--- config.mk ---
export PLATFORM = sky130hd
export DESIGN_NAME = pipe_ctrl_flat
export DESIGN_NICKNAME = d
export VERILOG_FILES = /design/src/rtl/pipe_ctrl_pkg.sv /design/src/rtl/pipe_ctrl_if.sv /design/src/rtl/pipe_ctrl_sat_counter.sv /design/src/rtl/pipe_ctrl.sv /design/src/flat_wrapper.sv
export SDC_FILE = /design/constraint.sdc
export NUM_CORES = 1
export LEC_CHECK = 0
export ABC_AREA = 1
export CORE_MARGIN = 4
export CORE_UTILIZATION = 47
export DETAILED_ROUTE_END_ITERATION = 12
export MAX_ROUTING_LAYER = met4
export PLACE_DENSITY_LB_ADDON = 0.1
export SLEW_MARGIN = 40
export SYNTH_ARGS = -nofsm -noshare
export SYNTH_HDL_FRONTEND = slang
export SYNTH_SLANG_ARGS = --single-unit
--- constraint.sdc ---
create_clock -name CLK -period 1.8 [get_ports CLK]
set_clock_uncertainty 0.2 [all_clocks]
set_input_delay 0.45 -clock CLK [delete_from_list [all_inputs] [get_ports CLK]]
set_output_delay 0.45 -clock CLK [all_outputs]
set_load 0.005 [all_outputs]
--- src/rtl/pipe_ctrl_pkg.sv ---
// Shared definitions for the pipeline sequencing controller: stall encodings,
// controller states and the stall-vector priority decode.
package pipe_ctrl_pkg;

    localparam int unsigned STALL_W = 6;

    localparam logic [STALL_W-1:0] STALL_MEM  = 6'b011111;
    localparam logic [STALL_W-1:0] STALL_ID   = 6'b000111;
    localparam logic [STALL_W-1:0] STALL_IF   = 6'b000011;
    localparam logic [STALL_W-1:0] STALL_NONE = 6'b000000;

    localparam logic [31:0] ZeroWord = 32'h0000_0000;

    typedef enum logic {
        CTRL_RUN      = 1'b0,
        CTRL_REDIRECT = 1'b1
    } ctrl_state_t;

    // Data memory outranks load-use, which outranks fetch.
    function automatic logic [STALL_W-1:0] stall_vec(input logic req_mem,
                                                     input logic req_id,
                                                     input logic req_if);
        if (req_mem)     return STALL_MEM;
        else if (req_id) return STALL_ID;
        else if (req_if) return STALL_IF;
        else             return STALL_NONE;
    endfunction

endpackage

--- src/rtl/pipe_ctrl_if.sv ---
// Pipeline-side handshake: stall requests and branch decision in, stall vector
// and PC redirect out.
interface pipe_ctrl_if;
    import pipe_ctrl_pkg::*;

    logic                 stallreq_if;
    logic                 stallreq_id;
    logic                 stallreq_mem;
    logic                 branch_flag;
    logic [31:0]          branch_target_address;
    logic [STALL_W-1:0]   stall;
    logic                 flush;
    logic                 pc_redirect;
    logic [31:0]          new_pc;

    modport master (
        output stallreq_if, stallreq_id, stallreq_mem, branch_flag, branch_target_address,
        input  stall, flush, pc_redirect, new_pc
    );

    modport slave (
        input  stallreq_if, stallreq_id, stallreq_mem, branch_flag, branch_target_address,
        output stall, flush, pc_redirect, new_pc
    );

endinterface

--- src/rtl/pipe_ctrl_sat_counter.sv ---
// Saturating up-counter with synchronous clear (clear wins over increment).
module sat_counter #(
    parameter int unsigned W = 32
) (
    input  logic         clk,
    input  logic         rst_n,
    input  logic         clr,
    input  logic         inc,
    output logic [W-1:0] count
);

    always_ff @(posedge clk or negedge rst_n) begin
        if (!rst_n) begin
            count <= '0;
        end else if (clr) begin
            count <= '0;
        end else if (inc && (count != '1)) begin
            count <= count + 1'b1;
        end
    end

endmodule

--- src/rtl/pipe_ctrl.sv ---
// Pipeline sequencing controller: stall merge, registered branch redirect with
// IF/ID flush, stall watchdog and saturating performance counters.
module pipe_ctrl
    import pipe_ctrl_pkg::*;
#(
    parameter int unsigned CNT_W   = 32,
    parameter int unsigned TIMEOUT = 1024
) (
    input  logic             CLK,
    input  logic             RST,
    pipe_ctrl_if.slave       bus,
    output logic             hang,
    output logic [CNT_W-1:0] cnt_cycle,
    output logic [CNT_W-1:0] cnt_stall,
    output logic [CNT_W-1:0] cnt_flush
);

    localparam int unsigned WD_W = $clog2(TIMEOUT + 1);

    ctrl_state_t     state;
    logic            capture;
    logic            redirect_done;
    logic            wd_last;
    logic [WD_W-1:0] wd_count;

    always_comb begin
        bus.stall = stall_vec(bus.stallreq_mem, bus.stallreq_id, bus.stallreq_if);
    end

    assign capture       = (state == CTRL_RUN) && bus.branch_flag && !bus.stall[2];
    assign redirect_done = (state == CTRL_REDIRECT) && !bus.stall[0];
    // Current cycle is the TIMEOUT-th consecutive stall, so hang lands on its closing edge.
    assign wd_last       = bus.stall[0] && (wd_count == WD_W'(TIMEOUT - 1));

    always_ff @(posedge CLK or negedge RST) begin
        if (!RST) begin
            state           <= CTRL_RUN;
            bus.new_pc      <= ZeroWord;
            bus.pc_redirect <= 1'b0;
            bus.flush       <= 1'b0;
        end else begin
            case (state)
                CTRL_RUN: begin
                    if (capture) begin
                        state           <= CTRL_REDIRECT;
                        bus.new_pc      <= bus.branch_target_address;
                        bus.pc_redirect <= 1'b1;
                        bus.flush       <= 1'b1;
                    end
                end
                CTRL_REDIRECT: begin
                    if (redirect_done) begin
                        state           <= CTRL_RUN;
                        bus.pc_redirect <= 1'b0;
                        bus.flush       <= 1'b0;
                    end
                end
                default: begin
                    state           <= CTRL_RUN;
                    bus.pc_redirect <= 1'b0;
                    bus.flush       <= 1'b0;
                end
            endcase
        end
    end

    always_ff @(posedge CLK or negedge RST) begin
        if (!RST) begin
            hang <= 1'b0;
        end else if (wd_last) begin
            hang <= 1'b1;
        end
    end

    sat_counter #(.W(WD_W)) u_watchdog (
        .clk   (CLK),
        .rst_n (RST),
        .clr   (!bus.stall[0]),
        .inc   (bus.stall[0]),
        .count (wd_count)
    );

    sat_counter #(.W(CNT_W)) u_cnt_cycle (
        .clk   (CLK),
        .rst_n (RST),
        .clr   (1'b0),
        .inc   (1'b1),
        .count (cnt_cycle)
    );

    sat_counter #(.W(CNT_W)) u_cnt_stall (
        .clk   (CLK),
        .rst_n (RST),
        .clr   (1'b0),
        .inc   (bus.stall[0]),
        .count (cnt_stall)
    );

    sat_counter #(.W(CNT_W)) u_cnt_flush (
        .clk   (CLK),
        .rst_n (RST),
        .clr   (1'b0),
        .inc   (redirect_done),
        .count (cnt_flush)
    );

endmodule

--- src/flat_wrapper.sv ---
// flat-port wrapper written by rule: the top's interface ports become plain ports
module pipe_ctrl_flat import pipe_ctrl_pkg::*;
#(
    parameter int unsigned CNT_W   = 32,
    parameter int unsigned TIMEOUT = 1024
)
  (CLK, RST, hang, cnt_cycle, cnt_stall, cnt_flush, bus_stallreq_if, bus_stallreq_id, bus_stallreq_mem, bus_branch_flag, bus_branch_target_address, bus_stall, bus_flush, bus_pc_redirect, bus_new_pc);
  pipe_ctrl_if bus_i ();
  input  logic CLK;
  input  logic RST;
  output logic hang;
  output logic [CNT_W-1:0] cnt_cycle;
  output logic [CNT_W-1:0] cnt_stall;
  output logic [CNT_W-1:0] cnt_flush;
  input wire logic [$bits(bus_i.stallreq_if)-1:0] bus_stallreq_if;
  input wire logic [$bits(bus_i.stallreq_id)-1:0] bus_stallreq_id;
  input wire logic [$bits(bus_i.stallreq_mem)-1:0] bus_stallreq_mem;
  input wire logic [$bits(bus_i.branch_flag)-1:0] bus_branch_flag;
  input wire logic [$bits(bus_i.branch_target_address)-1:0] bus_branch_target_address;
  output wire logic [$bits(bus_i.stall)-1:0] bus_stall;
  output wire logic [$bits(bus_i.flush)-1:0] bus_flush;
  output wire logic [$bits(bus_i.pc_redirect)-1:0] bus_pc_redirect;
  output wire logic [$bits(bus_i.new_pc)-1:0] bus_new_pc;
  assign bus_i.stallreq_if = bus_stallreq_if;
  assign bus_i.stallreq_id = bus_stallreq_id;
  assign bus_i.stallreq_mem = bus_stallreq_mem;
  assign bus_i.branch_flag = bus_branch_flag;
  assign bus_i.branch_target_address = bus_branch_target_address;
  assign bus_stall = bus_i.stall;
  assign bus_flush = bus_i.flush;
  assign bus_pc_redirect = bus_i.pc_redirect;
  assign bus_new_pc = bus_i.new_pc;
  pipe_ctrl #(.CNT_W(CNT_W), .TIMEOUT(TIMEOUT)) u_core (.CLK(CLK), .RST(RST), .bus(bus_i), .hang(hang), .cnt_cycle(cnt_cycle), .cnt_stall(cnt_stall), .cnt_flush(cnt_flush));
endmodule
==> results.yml, run 1 <==
outcome:
  status: "complete, but fails checks"
  violations: "setup timing"
hold_path:
  hp-class: "flip-flop to flip-flop"
  min_path_cells: 2
  holdPathEnd: "u_core.bus.new_pc[31]"
  hp-start: "u_core.bus.new_pc[31]"
logic_synthesis:
  yosys_register_bits: 142
  yosysWarnings: 0
  ys_seq_area_share_pct: 44.1
  syn_avg_cell_area_um2: 6.92
  synth_area_mm2: 0.00805
  yosys.area.top_type: "dfrtp_1"
  synthDistinctLibCells: 35
  netlist.area_leader.share_pct: 44.1
  syn_inst: 1163
  synth_area_leaders: "dfrtp_1 (44%), nand2_1 (24%), nor2_1 (6.6%)"
  synthesis.nets: 1205
detailed_routing:
  first_pass_iters: 6
  ant_nets: 0
  drc_errors: 0
  wl_um: 28200
  drt_iter0_drc: 763
  avgViaCountPerCell: 5.23
  post_drt_wl_per_cell_um: 15.8
  vias: 9339
global_routing:
  grt_pass1_wl_um: 42200
  grt_overflow: 0
  gr-usage-all-layers_pct: 27.2
  grt_pass1_vias: 8575
  grt_max_degree: 39
  antenna_found_initial: 0
final_layout:
  final_nets: 1595
  instances_no_fill: 1786
  n_antenna_cell: 0
  drive_gt1_share_pct: 28.3
  syn2layout_area_growth_pct: 60.1
  layout_commonest_cell: "nand2_1"
  layout_common_cells: "nand2_1 (480), buf_4 (176), dfrtp_1 (119), nor2_1 (105), dlygate4sd2_1 (99)"
floorplanning:
  io_pins: 175
  core.rowCount: 47
  die_w_um: 139
  core_mm2: 0.0167
  die_y_um: 139
  initial_core_util_pct: 48.2
  dieArea_mm2: 0.0193
clocking:
  htreeDepth: 4
  cts.path.max_buffers: 2
  cts_num_sinks: 142
  cts-root-buf: "clkbuf_16"
  cts_tree: "yes"
  cts_buffers: 17
  clock_latency_ns: 0.43
  clk_pin_slew_ns: 0.07
run:
  cap_violations: 0
power_and_ir_drop:
  cellLeakagePower_nw: 6.58
  pwr_density_cell_mw_per_mm2: 763
  vdd_drop_max_mv: 0.767
  total_power_w: 0.00984
critical_path:
  cp_data_arrival_time_ns: 2.05
  rrSetupSlack_ns: -0.12
  worstSetupPathType: "flip-flop to flip-flop"
  worst_r2r_path_depth: 10
  required_ns: 1.93
  r2r_start: "u_core.u_cnt_flush.count[10]"
  cp-startpoint: "u_core.u_cnt_flush.count[10]"
  start_kind: "flip-flop"
  end_kind: "flip-flop"
  worst_r2r_endpoint: "u_core.u_cnt_flush.count[22]"
  cp_max_fo: 3
placement:
  place_hpwl_um: 17100
  gp_congestion: 0.921
  io_buffers: 173
  dp_cells: 1625
sta:
  hold_violations: 0
  layout_min_cycle_time_ns: 1.92
  max_freq_mhz: 520
  worst_slack_ns: -0.124
  slew_violations: 0
  setup_viol: 35
  period_share_pct: 107
  grt_setup_unrepaired: "yes"
## metal layers
layer / track usage, % / part of all wire [%] / vias up
met4: 7.83 / 3.2 / 0
met2: 44.0 / 48 / 447
met1: 35.4 / 41 / 4396
met5: - / 0 / -
li1: - / - / 4398
met3: 4.86 / 7.6 / 98
## how the worst max path moves through the flow
stage                                    to
6_report       u_core.u_cnt_flush.count[22]
5_1_grt        u_core.u_cnt_flush.count[22]
4_1_cts                        bus_stall[0]
3_5_place_dp    u_core.u_cnt_flush.count[7]
3_3_place_gp   u_core.u_cnt_flush.count[25]
2_1_floorplan   u_core.u_cnt_cycle.count[1]
## worst max-delay path, stage by stage, from the launching register on
cell and delay (ns):
dfrtp_1 0.40, buf_4 0.15, nand2_1 0.12, nor2_2 0.27, nand2_1 0.17, nor2_1 0.16, nand2_1 0.07, nand2_1 0.08
nand2_1 0.08, nand2_1 0.08, nand2_1 0.05
## power breakdown
group	switching, W	internal, W
Combinational	0.000957	0.00107
Sequential	0.000267	0.00359
Clock	0.00153	0.00243
Total	0.00275	0.00709
## sequential cells by signal (all words and copies together), names as in the netlist
signal and cells:
u_core.hang 1, u_core.state 1, u_core.u_cnt_stall.count 32, u_core.u_cnt_flush.count 32
u_core.bus.new_pc 32, u_core.bus.pc_redirect 1, u_core.u_cnt_cycle.count 32, u_core.u_watchdog.count 11
## cell type report
| class | instances | area [um^2] |
|---|---|---|
| Multi-Input combinational cell | 897 | 4560 |
| Fill cell | 1222 | 3810 |
| Sequential cell | 142 | 3580 |
| Timing Repair Buffer | 393 | 3430 |
| Clock buffer | 19 | 453 |
| Inverter | 102 | 388 |
| Tap cell | 220 | 275 |
| Clock inverter | 13 | 200 |
## Yosys cell counts (all sizes together)
library cell	n
nand2	528
nor2	159
dfrtp	142
inv	102
nand3	92
buf	21
nand3b	16
nand4	16
o21ai	14
xnor2	14
nor3	13
xor2	11
or2	10
a21oi	9
clkbuf	4
ha	4
a31oi	3
and2	2
o21bai	2
conb	1
## stage by stage
| stage | setup TNS, ns | utilization [%] | worst slack [ns] | cell area [um^2] | hold slack, ns |
|---|---|---|---|---|---|
| after global routing | -5.14 | 77.2 | -0.228 | 12900 | 0.295 |
| after CTS | -0.246 | 73.1 | -0.0591 | 12200 | 0.276 |
| after global placement | -37.44 | 64.1 | -0.548 | 10700 | 0.198 |
| after detailed placement | -41.74 | 64.1 | -0.618 | 10700 | 0.200 |
| final | -1.90 | 77.2 | -0.124 | 12900 | 0.274 |
| after floorplan | 0 | - | 0.0107 | 8060 | -0.0456 |
## kinds of logic after synthesis
family	count (synthesis)	share of synthesized area [%]
adder cells (fa/ha/maj)	4	0.622
other	1	0.0466
buffers and inverters	127	6.63
AO/OA/AOI/OAI	28	1.90
XOR/XNOR	25	2.72
flip-flops	142	44.1
AND/OR/NAND/NOR	836	44.0
## repair_timing
action / in CTS / in global routing
endpoints found under the setup margin: 172 / 121
hold buffers: 1 / 0
cloned: 4 / 5
endpoints found under the hold margin: 31 / 0
gates resized for setup: 250 / 167
buffers inserted: 105 / 18
pin swaps: 14 / 52
Note: power is estimated with default switching activity, not from simulation.
==> run 2: changes to the inputs <==
- GPL_ROUTABILITY_DRIVEN: unset -> 1
- PLACE_DENSITY: unset -> 0.81
- PLACE_DENSITY_LB_ADDON: 0.1 -> unset
==> run 2 against run 1 <==
  * The flow still finishes with violations (setup timing)
  * Worst setup slack worse by 0.018 ns
  * Routed wire length up 4.6%
  * Worst hold slack got worse by 0.0010 ns
  * Final cell count shrank 0.62%
==> results.yml, run 2 (synthesis results as in run 1) <==
placement:
  io_buffers: 173
  place_area_mm2: 0.0106
  pre_cts_ws_ns: -0.614
  gp_congestion: 0.939
  place_hpwl_um: 17500
detailed_routing:
  ant_nets: 0
  avgViaCountPerCell: 5.41
  vias: 9603
  wl_met1_um: 11700
  first_pass_iters: 6
  post_drt_wl_per_cell_um: 16.6
  dr_wl_met2_um: 14100
  drt_iter0_drc: 1040
  drc_errors: 0
  dr_wl_met3_um: 2570
  wl_um: 29500
  routed.top_layer: "met4"
floorplanning:
  core.rowCount: 47
  core_mm2: 0.0167
  initial_core_util_pct: 48.2
  dieArea_mm2: 0.0193
  die_y_um: 139
  io_pins: 175
  die_w_um: 139
sta:
  fin_tns_setup_ns: -3.03
  grt_setup_unrepaired: "yes"
  slew_violations: 0
  hold_violations: 0
  setup_viol: 50
  layout_min_cycle_time_ns: 1.94
  period_share_pct: 108
  max_freq_mhz: 515
  worst_slack_ns: -0.143
  hold_slack_ns: 0.273
critical_path:
  cp_data_arrival_time_ns: 2.12
  slowest_stage: "dfrtp_2"
  end_kind: "flip-flop"
  required_ns: 1.98
  crit_chain: "buf_4 > nand2_1 > nor2_1 > nand2_1 > nor2_2 > xor2_1 > nand2_4 > nand2_2"
  crit_top_cell: "nand2_1"
  start_kind: "flip-flop"
  rrSetupSlack_ns: -0.14
  slowest_delay_ns: 0.39
  cp_max_fo: 5
  worstSetupPathType: "flip-flop to flip-flop"
power_and_ir_drop:
  cellLeakagePower_nw: 6.60
  vdd_drop_max_mv: 0.703
  total_power_w: 0.00939
  pwr_density_cell_mw_per_mm2: 735
final_layout:
  layout_common_cells: "nand2_1 (460), buf_4 (173), dfrtp_1 (123), dlygate4sd2_1 (100)"
  final_nets: 1584
  syn2layout_area_growth_pct: 58.8
  final_cell_area_mm2: 0.0128
  seqCellArea_mm2: 0.00358
  n_antenna_cell: 0
  multi_input_area_mm2: 0.00461
  nFillCells: 1155
  drive_gt1_share_pct: 29.5
  layout_commonest_cell: "nand2_1"
global_routing:
  antenna_found_initial: 0
  grt_max_degree: 39
  grt_pass1_vias: 9166
  grt_pass1_wl_um: 43700
  gr-usage-all-layers_pct: 28.2
  grt_overflow: 0
clocking:
  cts-root-buf: "clkbuf_16"
  cts_num_sinks: 142
  cts_tree: "yes"
  cts_buffers: 17
  cts.path.max_buffers: 2
  htreeDepth: 4
  clock_latency_ns: 0.44
  clk_pin_slew_ns: 0.07
outcome:
  violations: "setup timing"
  status: "complete, but fails checks"
hold_path:
  hp-class: "primary input to asynchronous set/reset pin"
run:
  cap_violations: 0
==> run 2: cell type report <==
class | count | area share [%]
clock buffers | 17 | 3.33
clock inverters | 15 | 1.28
inverters | 102 | 3.03
multi-input cells | 896 | 36.1
flip-flops and latches | 142 | 28.0
well taps | 220 | 2.15
repair buffers | 383 | 26.2
==> run 2: timing repair <==
| item | CTS | global route |
|---|---|---|
| pin swaps | 17 | 55 |
| setup endpoints to repair | 189 | 125 |
| resized for setup | 257 | 181 |
| hold endpoints to repair | 48 | 0 |
| cloned | 2 | 5 |
| setup buffers | 104 | 22 |
| hold buffers | 1 | 0 |
==> run 2: path summary, 6_finish.rpt <==
kind	from	to	cells after the start
max	u_core.u_cnt_flush.count[2]	u_core.u_cnt_flush.count[13]	8
min	RST	u_core.u_cnt_flush.count[19]	2
max reg2reg	u_core.u_cnt_flush.count[2]	u_core.u_cnt_flush.count[13]	8
min reg2reg	u_core.bus.new_pc[12]	u_core.bus.new_pc[12]	2
max in group asynchronous	RST	u_core.u_cnt_flush.count[12]	3
min in group CLK	u_core.bus.new_pc[12]	u_core.bus.new_pc[12]	2
==> run 2: report_power, final <==
part           internal [W]  switching [W]
Combinational       0.00101       0.000923
Sequential          0.00358       0.000282
Clock               0.00198        0.00162
==> run 2: worst max-delay path, delay by kind of cell (launching register included) <==
kind | cells | cell delay [ns]
buf+inv | 1 | 0.16
simple gates | 6 | 0.77
xor+xnor | 1 | 0.37
flops | 1 | 0.39
==> run 2: metrics by stage <==
step           instances  util, %
4_1_cts             1750     72.3
2_1_floorplan       1163        -
6_report            1775     76.6
3_5_place_dp        1611     63.5
5_1_grt             1775     76.6
3_3_place_gp        1611     63.5
==> run 2: metal layers <==
metal,vias up,GRT usage (%)
met4,0,10.1
li1,4373,-
met5,-,-
met1,4516,35.7
met3,131,5.52
met2,583,45.5
==> run 3: changes to the inputs <==
- CORE_UTILIZATION: 47 -> 58
- DONT_BUFFER_PORTS: unset -> 1
- PLACE_DENSITY: 0.81 -> 0.79
==> run 3 against run 2 <==
  * The flow finishes with violations (hold timing, setup timing)
  * First-iteration DRC count fell by 20%
  * Register-to-register slack improved by 0.09 ns
  * Sequential power rose by 4%
  * Sequential cell count did not move
  * Non-clock buffer count fell by 199
  * Clock power rose by 2%
  * Power fell by 5.7%
  * Final cell count fell by 14%
  * Utilization rose by 2.1 points
  * Count of clock-buffer cells in the layout did not move
  * Sequential share of layout area rose by 5.9 points
  * Critical endpoint is now u_core.u_cnt_stall.count[24]
  * Largest cell class unchanged
==> results.yml, run 3 (synthesis results as in run 1) <==
sta:
  hold_violations: 142
  layout_min_cycle_time_ns: 1.85
  grt_setup_unrepaired: "yes"
  fin_tns_setup_ns: -0.295
  slew_violations: 0
  period_share_pct: 103
  max_freq_mhz: 540
  worst_slack_ns: -0.0535
  hold_slack_ns: -0.473
  setup_viol: 17
final_layout:
  final_nets: 1383
  multi_input_area_mm2: 0.00419
  drive_gt1_share_pct: 21.0
  nFillCells: 945
  n_antenna_cell: 0
  layout_common_cells: "nand2_1 (507), buf_4 (141), dfrtp_1 (132), nor2_1 (118), inv_1 (95)"
  syn2layout_area_growth_pct: 30.8
  seqCellArea_mm2: 0.00357
  layout_commonest_cell: "nand2_1"
global_routing:
  gr-usage-all-layers_pct: 31.6
  grt_util_met1_pct: 38.4
  grt_pass1_vias: 8155
  grt_util_met3_pct: 9.53
  busiest_layer: "met2"
  grt_pass1_wl_um: 39500
  use_met2_pct: 51.7
  grt_overflow: 0
  grt_max_degree: 143
  antenna_found_initial: 0
detailed_routing:
  drt_iter0_drc: 828
  ant_nets: 0
  wl_um: 25100
  avgViaCountPerCell: 5.53
  vias: 8459
  first_pass_iters: 6
  post_drt_wl_per_cell_um: 16.4
  drc_errors: 0
placement:
  io_buffers: 0
  gp_congestion: 0.965
  pre_cts_ws_ns: -0.0782
  place_hpwl_um: 16500
power_and_ir_drop:
  vdd_drop_max_mv: 0.750
  total_power_w: 0.00885
  pwr_density_cell_mw_per_mm2: 840
  cellLeakagePower_nw: 5.09
clocking:
  cts_buffers: 17
  clk_pin_slew_ns: 0.06
  cts.path.max_buffers: 2
  htreeDepth: 4
  cts_tree: "yes"
  clock_latency_ns: 0.42
  hold_buffers: 31
  cts_num_sinks: 142
  cts-root-buf: "clkbuf_16"
critical_path:
  end_kind: "flip-flop"
  worstSetupPathType: "flip-flop to flip-flop"
  cp_max_fo: 3
  r2r_start: "u_core.u_cnt_stall.count[1]"
  cp_data_arrival_time_ns: 1.95
  cp-startpoint: "u_core.u_cnt_stall.count[1]"
  start_kind: "flip-flop"
  required_ns: 1.90
run:
  cap_violations: 0
outcome:
  violations: "hold timing, setup timing"
  status: "complete, but fails checks"
floorplanning:
  io_pins: 175
  die_w_um: 126
  die_y_um: 126
  initial_core_util_pct: 60.1
  dieArea_mm2: 0.0158
  core.rowCount: 42
  core_mm2: 0.0134
hold_path:
  hp-class: "primary input to asynchronous set/reset pin"
==> run 3: report_power, final <==
part | internal [W] | switching, W
combinational | 0.000562 | 0.000620
clock | 0.00220 | 0.00147
sequential | 0.00358 | 0.000415
total | 0.00635 | 0.00250
==> run 3: worst paths after layout <==
path	slack (ns)	depth (start not counted)	to
worst max-delay path	-0.05	9	u_core.u_cnt_stall.count[24]
worst min-delay path	-0.47	0	u_core.u_cnt_flush.count[2]
worst max register to register	-0.05	9	u_core.u_cnt_stall.count[24]
min in group CLK	0.05	2	u_core.bus.new_pc[23]
worst min register to register	0.32	1	u_core.u_watchdog.count[6]
max in group asynchronous	1.65	0	u_core.bus.new_pc[28]
==> run 3: timing repair <==
action / CTS / global route
pin swaps: 5 / 20
endpoints found under the hold margin: 173 / 142
resized for setup: 16 / 64
setup buffers: 2 / 13
endpoints found under the setup margin: 49 / 97
gates cloned: 0 / 2
==> run 3: area by class of cell <==
class / instances / area share [%]
Multi-Input combinational cell: 894 / 39.8
Sequential cell: 142 / 33.8
Timing Repair Buffer: 184 / 14.8
Clock buffer: 17 / 4.04
Inverter: 102 / 3.63
Tap cell: 176 / 2.09
Clock inverter: 15 / 1.76
==> run 3: worst max-delay path, cell delays in order (launching register included) <==
cell	delay [ns]
dfrtp_1	0.38
ha_2	0.20
nand2_2	0.07
nor2_4	0.15
buf_4	0.14
nand3_2	0.10
buf_4	0.16
nor2_1	0.11
nand2_1	0.09
xnor2_1	0.12
==> run 3: metrics by stage <==
step	utilization [%]	hold slack [ns]	cell area, um^2	std cells
floorplan	-	-0.0456	8060	1163
finish	78.6	-0.473	10500	1530
global route	78.6	-0.500	10500	1530
CTS	76.1	-0.492	10200	1515
global placement	68.6	-0.0421	9200	1450
detailed placement	68.6	-0.0400	9200	1450
==> run 3: layer usage <==
layer,wire (um),vias to the layer above
met4,641,0
met5,0,-
met2,12200,482
li1,-,3959
met1,9810,3934
met3,2490,84
